### src/rtl/sensor_pkg.sv
// Shared types and constants for the sensor transmitter model.
package sensor_pkg;
  typedef enum logic [1:0] {IDLE, CONV, READY} sensor_state_t;
  typedef enum logic {GEN_INC, GEN_LFSR} gen_mode_t;

  localparam int              SENSOR_W  = 32;
  localparam logic [SENSOR_W-1:0] LFSR_POLY = 32'h80200003;

  // Galois shift-right step: feed the dropped lsb back through the taps.
  function automatic logic [SENSOR_W-1:0] lfsr_step(input logic [SENSOR_W-1:0] v);
    return (v >> 1) ^ (v[0] ? LFSR_POLY : '0);
  endfunction
endpackage

### src/rtl/sensor_pattern_gen.sv
// Deterministic sample source: incrementing counter or Galois LFSR.
module sensor_pattern_gen
  import sensor_pkg::*;
(
  input  logic                clk,
  input  logic                rstn,
  input  gen_mode_t           mode,
  input  logic [SENSOR_W-1:0] seed,
  input  logic                load,
  input  logic                advance,
  output logic [SENSOR_W-1:0] value
);
  localparam logic [SENSOR_W-1:0] ONE = {{(SENSOR_W-1){1'b0}}, 1'b1};

  logic [SENSOR_W-1:0] value_q, value_d;

  always_comb begin
    value_d = value_q;
    if (load)
      // An all-zero LFSR would lock up, so it is started at 1 instead.
      value_d = (mode == GEN_LFSR && seed == '0) ? ONE : seed;
    else if (advance)
      value_d = (mode == GEN_LFSR) ? lfsr_step(value_q) : value_q + ONE;
  end

  always_ff @(posedge clk or negedge rstn) begin
    if (!rstn) value_q <= '0;
    else       value_q <= value_d;
  end

  assign value = value_q;
endmodule

### src/rtl/sensor_model_tx.sv
// Sensor-side transmitter: one sample per request after CONV_CYCLES of conversion.
module sensor_model_tx
  import sensor_pkg::*;
#(
  parameter int CONV_CYCLES = 4,
  parameter int DATA_W      = 32
) (
  input  logic              clk,
  input  logic              rstn,
  input  logic              sensor_en,
  input  logic              cfg_mode,
  input  logic [DATA_W-1:0] cfg_seed,
  input  logic              cfg_load,
  output logic              sensor_ready,
  output logic [DATA_W-1:0] sensor_out,
  output logic [15:0]       sample_cnt,
  output logic              busy
);
  localparam logic [7:0] CONV_RELOAD = 8'(CONV_CYCLES - 1);

  sensor_state_t       state_q, state_d;
  logic [7:0]          conv_cnt_q, conv_cnt_d;
  logic [15:0]         sample_cnt_q, sample_cnt_d;
  logic [DATA_W-1:0]   out_q, out_d;
  gen_mode_t           mode_q, mode_d, gen_mode;
  logic                seeded_q;
  logic                handshake, gen_advance, gen_load;
  logic [SENSOR_W-1:0] gen_value;

  assign handshake = (state_q == READY) && sensor_en;
  // Mode is only followed while idle; mid-stream changes wait for the next IDLE.
  assign gen_mode  = (state_q == IDLE) ? gen_mode_t'(cfg_mode) : mode_q;
  assign gen_load  = cfg_load || !seeded_q;

  always_comb begin
    state_d      = state_q;
    conv_cnt_d   = conv_cnt_q;
    sample_cnt_d = sample_cnt_q;
    out_d        = out_q;
    mode_d       = mode_q;
    gen_advance  = 1'b0;
    if (state_q == IDLE) mode_d = gen_mode_t'(cfg_mode);
    if (cfg_load) begin
      state_d      = IDLE;
      sample_cnt_d = '0;
    end else begin
      case (state_q)
        IDLE: if (sensor_en) begin
          state_d    = CONV;
          conv_cnt_d = CONV_RELOAD;
        end
        CONV: if (!sensor_en) begin
          state_d = IDLE;
        end else if (conv_cnt_q == '0) begin
          state_d = READY;
          out_d   = gen_value;
        end else begin
          conv_cnt_d = conv_cnt_q - 8'd1;
        end
        READY: if (handshake) begin
          gen_advance  = 1'b1;
          sample_cnt_d = sample_cnt_q + 16'd1;
          state_d      = CONV;
          conv_cnt_d   = CONV_RELOAD;
        end else begin
          state_d = IDLE;
        end
        default: state_d = IDLE;
      endcase
    end
  end

  always_ff @(posedge clk or negedge rstn) begin
    if (!rstn) begin
      state_q      <= IDLE;
      conv_cnt_q   <= '0;
      sample_cnt_q <= '0;
      out_q        <= '0;
      mode_q       <= GEN_INC;
      seeded_q     <= 1'b0;
    end else begin
      state_q      <= state_d;
      conv_cnt_q   <= conv_cnt_d;
      sample_cnt_q <= sample_cnt_d;
      out_q        <= out_d;
      mode_q       <= mode_d;
      seeded_q     <= 1'b1;
    end
  end

  sensor_pattern_gen u_gen (
    .clk     (clk),
    .rstn    (rstn),
    .mode    (gen_mode),
    .seed    (cfg_seed),
    .load    (gen_load),
    .advance (gen_advance),
    .value   (gen_value)
  );

  assign sensor_ready = handshake;
  assign sensor_out   = out_q;
  assign sample_cnt   = sample_cnt_q;
  assign busy         = (state_q != IDLE);
endmodule

### config.mk
export PLATFORM = sky130hd
export DESIGN_NAME = sensor_model_tx
export DESIGN_NICKNAME = d
export VERILOG_FILES = /design/src/rtl/sensor_pkg.sv /design/src/rtl/sensor_pattern_gen.sv /design/src/rtl/sensor_model_tx.sv
export SDC_FILE = /design/constraint.sdc
export NUM_CORES = 1
export LEC_CHECK = 0
export ABC_AREA = 1
export CAP_MARGIN = 20
export CORE_MARGIN = 3
export CORE_UTILIZATION = 55
export CTS_CLUSTER_SIZE = 40
export DETAILED_ROUTE_END_ITERATION = 12
export MAX_ROUTING_LAYER = met4
export PLACE_DENSITY = 0.81
export SLEW_MARGIN = 20
export SYNTH_ARGS = -nofsm -noshare
export SYNTH_HDL_FRONTEND = slang
export SYNTH_SLANG_ARGS = --single-unit
### constraint.sdc
create_clock -name clk -period 3.65 [get_ports clk]
set_clock_uncertainty 0.2 [all_clocks]
set_input_delay 1.095 -clock clk [delete_from_list [all_inputs] [get_ports clk]]
set_output_delay 1.095 -clock clk [all_outputs]
set_load 0.02 [all_outputs]
## Word-level counts from Yosys, hierarchy flattened

Cells that the tools add are included.

- Bits in registers: 92
- Input bits: 37

- Bitwise operators: 2
- Reduce and logical (&&, ||, !) cells: 16
- Add/sub/neg operators: 3
- Multiplexer cells: 23
- Eq/ne operators: 8

Operators with widths:

| cell | number |
|---|---|
| 2-to-1 mux 32 bit | 5 |
| 2-to-1 mux 16 bit | 3 |
| adder 32 x 1 -> 32 bit, second input constant | 1 |
| logical NOT 32 bit | 1 |
| 2-to-1 mux 8 bit | 4 |
| XOR 31 x 32 -> 32 bit | 1 |
| case mux 8 bit (3 select lines) | 1 |
| adder 16 x 1 -> 16 bit, second input constant | 1 |
| logical NOT 8 bit | 1 |
| 2-to-1 mux 2 bit | 4 |
| inequality test 2 bit, second input constant | 4 |
| nonzero test 2 bit | 4 |
| subtractor 8 x 1 -> 8 bit, second input constant | 1 |
| case mux 2 bit (3 select lines) | 1 |
| AND reduction 6 bit | 1 |
| 2-to-1 mux 1 bit | 5 |
| inequality test 4 bit, second input constant | 1 |
| AND reduction 2 bit | 2 |
| AND reduction 4 bit | 1 |
| inequality test 3 bit, second input constant | 1 |
| nonzero test 3 bit | 1 |
| == test 2 x 1 -> 1 bit, second input constant | 1 |
| == test 2 bit, second input constant | 1 |
| logical AND 1 bit | 2 |
| 4 further kinds | 4 |

## Depth between registers and ports, before layout

- Depth in word-level cells: 7
- Gate-level depth with buffers: 10
- Gate-level depth less buffers: 10

## Modules after synthesis

Synthesis repeated with hierarchy kept, for this count alone.

- Cell total of the unflattened synthesis: 834
- Area, all modules: 5,740.5 um2

By module, submodules not included:

| module | instances | area an instance (um2) | cells each |
|---|---|---|---|
| sensor_model_tx | 1 | 2,881.5 | 361 |
| sensor_pattern_gen | 1 | 2,859.0 | 473 |

## Least setup slack after synthesis

OpenSTA, ideal clock, no wires.

- Path type: input port to output port
- Start point: in sensor_en
- End point: out sensor_ready
- Cell stages on the path: 2
- Setup slack: 0.890 ns
- Arrival: 1.465 ns
- Cell sequence: nand3_1 -> inv_1

- Cells in the longest elaborated chain, start to end: 1

RTL lines:

| item | line | source |
|---|---|---|
| start, declared | sensor_model_tx.sv:10 | `input logic sensor_en,` |
| logical AND 1 bit | sensor_model_tx.sv:30 | `assign handshake = (state_q == READY) && sensor_en;` |
| end, declared | sensor_model_tx.sv:14 | `output logic sensor_ready,` |

No other way between the ends.

## Worst setup path in the final report

Same ends and word-level chain as after synthesis.

==> summary.txt <==
Die
  • Die height: 106.5 um
  • Row count: 36
  • Ports: 87
  • Die area: 0.01134 mm^2
  • Core area: 0.009774 mm^2
  • Initial Util: 0.5681
  • Die W: 106.5 um

Yosys
  • EDFF count, synth: 0
  • Synth top cells by count: nand2_1 (191), nor2_1 (103), dfrtp_1 (92), inv_1 (86), nand3_1 (69)
  • Synth warn: 0
  • Synth async-reset ratio: 1.000
  • Cell taking the most area after synthesis: dfrtp_1
  • Synth Cell Area: 0.005553 mm^2
  • Count leader, synth: nand2_1
  • Top FF cell, synth: dfrtp_1
  • Synth top area cells: dfrtp_1 (41%), nand2_1 (13%), nor2_1 (7.0%)
  • Net Count, Synth: 817
  • Synth unique cells: 37
  • Sequential area share after synthesis: 0.4146
  • Mean post-synth cell area: 7.156 um^2
  • Flops & latches, synth: 92
  • Synthesized instance count: 776
  • Top cell type's share of synthesized area: 0.4146

Detailed routing
  • Vias: 5591
  • Avg WL per Cell: 14.55 um
  • Routed Wire Length: 14470 um
  • Routed vias/inst: 5.619
  • Antenna Violating Nets Remaining: 0
  • Drt first pass iters: 5
  • Remaining DRCs: 0
  • Initial DRC count: 446

STA
  • Final Critical Period: 3.375 ns
  • # setup viols final: 0
  • Tcrit/Tclk final: 0.9247
  • Setup TNS: 0 ns
  • Final Hold Fails: 0
  • Slew Limit Fails: 0
  • Worst setup margin: 0.2750 ns
  • RSZ-0062 raised after global routing: false
  • Normalized max-slew margin: 0.5948
  • Fmax: 0.2963 GHz
  • Slew @ Worst Pin: 0.6056 ns
  • Hold WS: 0.2828 ns

Worst setup path
  • Worst path arrival time: 2.08 ns
  • CP Launch Type: input pin
  • Worst r2r dst: u_gen.value[22]$_DFFE_PN0P_
  • CP Class: in -> out
  • CP Max Fanout: 2
  • Worst reg-to-reg path cell count: 9
  • Flop2flop setup slack: 1.22 ns
  • Critical path endpoint category: output pin
  • Worst EP required: 2.35 ns
  • RR Startpoint: u_gen.value[0]$_DFFE_PN0P_

Clocking
  • Total CTS buffers: 9
  • CTS tree: done
  • Clk sinks: 92
  • Root Buffer: clkbuf_8
  • H-tree Lvls: 3
  • Hold-fix buffers, CTS: 0
  • Worst-Skew Late Latency: 0.37 ns
  • Clock Tree Buf Depth: 2
  • Clk slew on worst S/H paths: 0.08 ns

Place
  • Post-DP HPWL: 10470 um
  • RePlAce Congestion: 0.9622
  • PortBufs: 86
  • Pre-CTS setup slack: -0.001443 ns

Global route
  • Vias in the first global route: 5181
  • Global-route wire length before repair: 24400 um
  • GR Util All Layers: 0.2728
  • Initial antenna violation count: 0
  • Largest net degree at the start of global routing: 65
  • GR Overflow Total: 0

Job
  • Max_cap viols: 0

Power and ir drop
  • Pwr Density: 421.7 mW/mm^2
  • Maximum VDD drop: 0.2300 mV
  • LEAKAGE: 0.003124 uW
  • Overall power: 2857 uW

Finish
  • Fin nets: 898
  • Share of layout cells above drive strength 1: 0.09629
  • N_diodes: 0
  • Synth-to-layout area growth: 21.99%

Worst hold path
  • Hold Path End: sensor_out[25]$_DFFE_PN0P_
  • Hold path depth: 2
  • HP Start: sensor_out[25]$_DFFE_PN0P_
  • Hold Path Class: reg -> reg

Outcome
  • Status: finished, final reports clean
## what timing repair did
item | in CTS | in global routing
endpoints found under the hold margin | 0 | 0
gates resized for setup | 1 | 0
setup endpoints to repair | 1 | 0
buffers inserted | 0 | 0
## kinds of logic after synthesis
kind of cell	synth area share
compound gates	0.1746
xor+xnor	0.009464
fa+ha+maj	0.009013
buf+inv	0.09193
flops	0.4146
other cells	0.0006753
simple gates	0.2997
## worst max-delay path by stage
stage | cells after the start | slack [ns] | start | endpoint
finish | 4 | 0.27 | sensor_en | sensor_ready
floorplan | 2 | 0.89 | sensor_en | sensor_ready
detailed placement | 4 | -0.001 | sensor_en | sensor_ready
global route | 4 | 0.21 | sensor_en | sensor_ready
CTS | 4 | 0.27 | sensor_en | sensor_ready
global placement | 4 | 0.01 | sensor_en | sensor_ready
## state kept, by name, summed over array words and instances, names as in the netlist
name	cells
mode_q	1
u_gen.value	32
sensor_out	32
conv_cnt_q	8
seeded_q	1
sample_cnt	16
state_q	2
## placed cells by master, fill, tap and decap left out, types with 3 or more instances in the layout
cell	synthesis	final
a22oi_1	6	6
nand2_1	191	191
o21ai_2	33	33
buf_12	0	3
a21oi_1	52	52
nand2_2	7	7
clkbuf_8	0	11
nor2_1	103	102
nand3_1	69	69
xor2_1	6	6
nand4_1	8	8
clkdlybuf4s50_1	0	84
inv_2	4	4
ha_1	4	4
dfrtp_1	92	92
nor2_2	4	5
nor3_1	4	4
buf_4	0	10
nor4_1	3	3
o211ai_1	7	7
a31oi_1	4	4
inv_1	86	86
o21ai_0	46	46
## worst max-delay path: stages
cell,delay (ns)
clkdlybuf4s50_1,0.48
nand3_1,0.09
inv_1,0.07
dlygate4sd2_1,0.34
## layer usage
layer  vias to the layer above  global-route usage  share of wire
met3                        24             0.05404          0.081
met4                         0             0.08402          0.018
met2                       288              0.4294           0.47
met1                      2599              0.3602           0.43
met5                         -                   -              0
li1                       2680                   -              -
## cell type report
type | instances | area [um^2]
inverters | 91 | 341.6
repair buffers | 98 | 984.7
well taps | 133 | 166.4
flip-flops and latches | 92 | 2302
clock inverters | 5 | 83.83
multi-input cells | 565 | 2744
clock buffers | 11 | 151.4
fillers | 814 | 3000
## metrics by stage
| step | std cells | instance area, um^2 | utilization |
|---|---|---|---|
| after floorplan | 776 | 5553 | - |
| after global placement | 979 | 6540 | 0.6691 |
| after detailed placement | 979 | 6540 | 0.6691 |
| after CTS | 995 | 6774 | 0.6930 |
| after global routing | 995 | 6774 | 0.6930 |
| final | 995 | 6774 | 0.6930 |
## report_power, final
group          switching, uW  internal [uW]  total, uW
sequential               116           1150       1270
combinational            452            339        791
clock                    376            424        800
No activity file was read; power rests on OpenSTA's default activity.
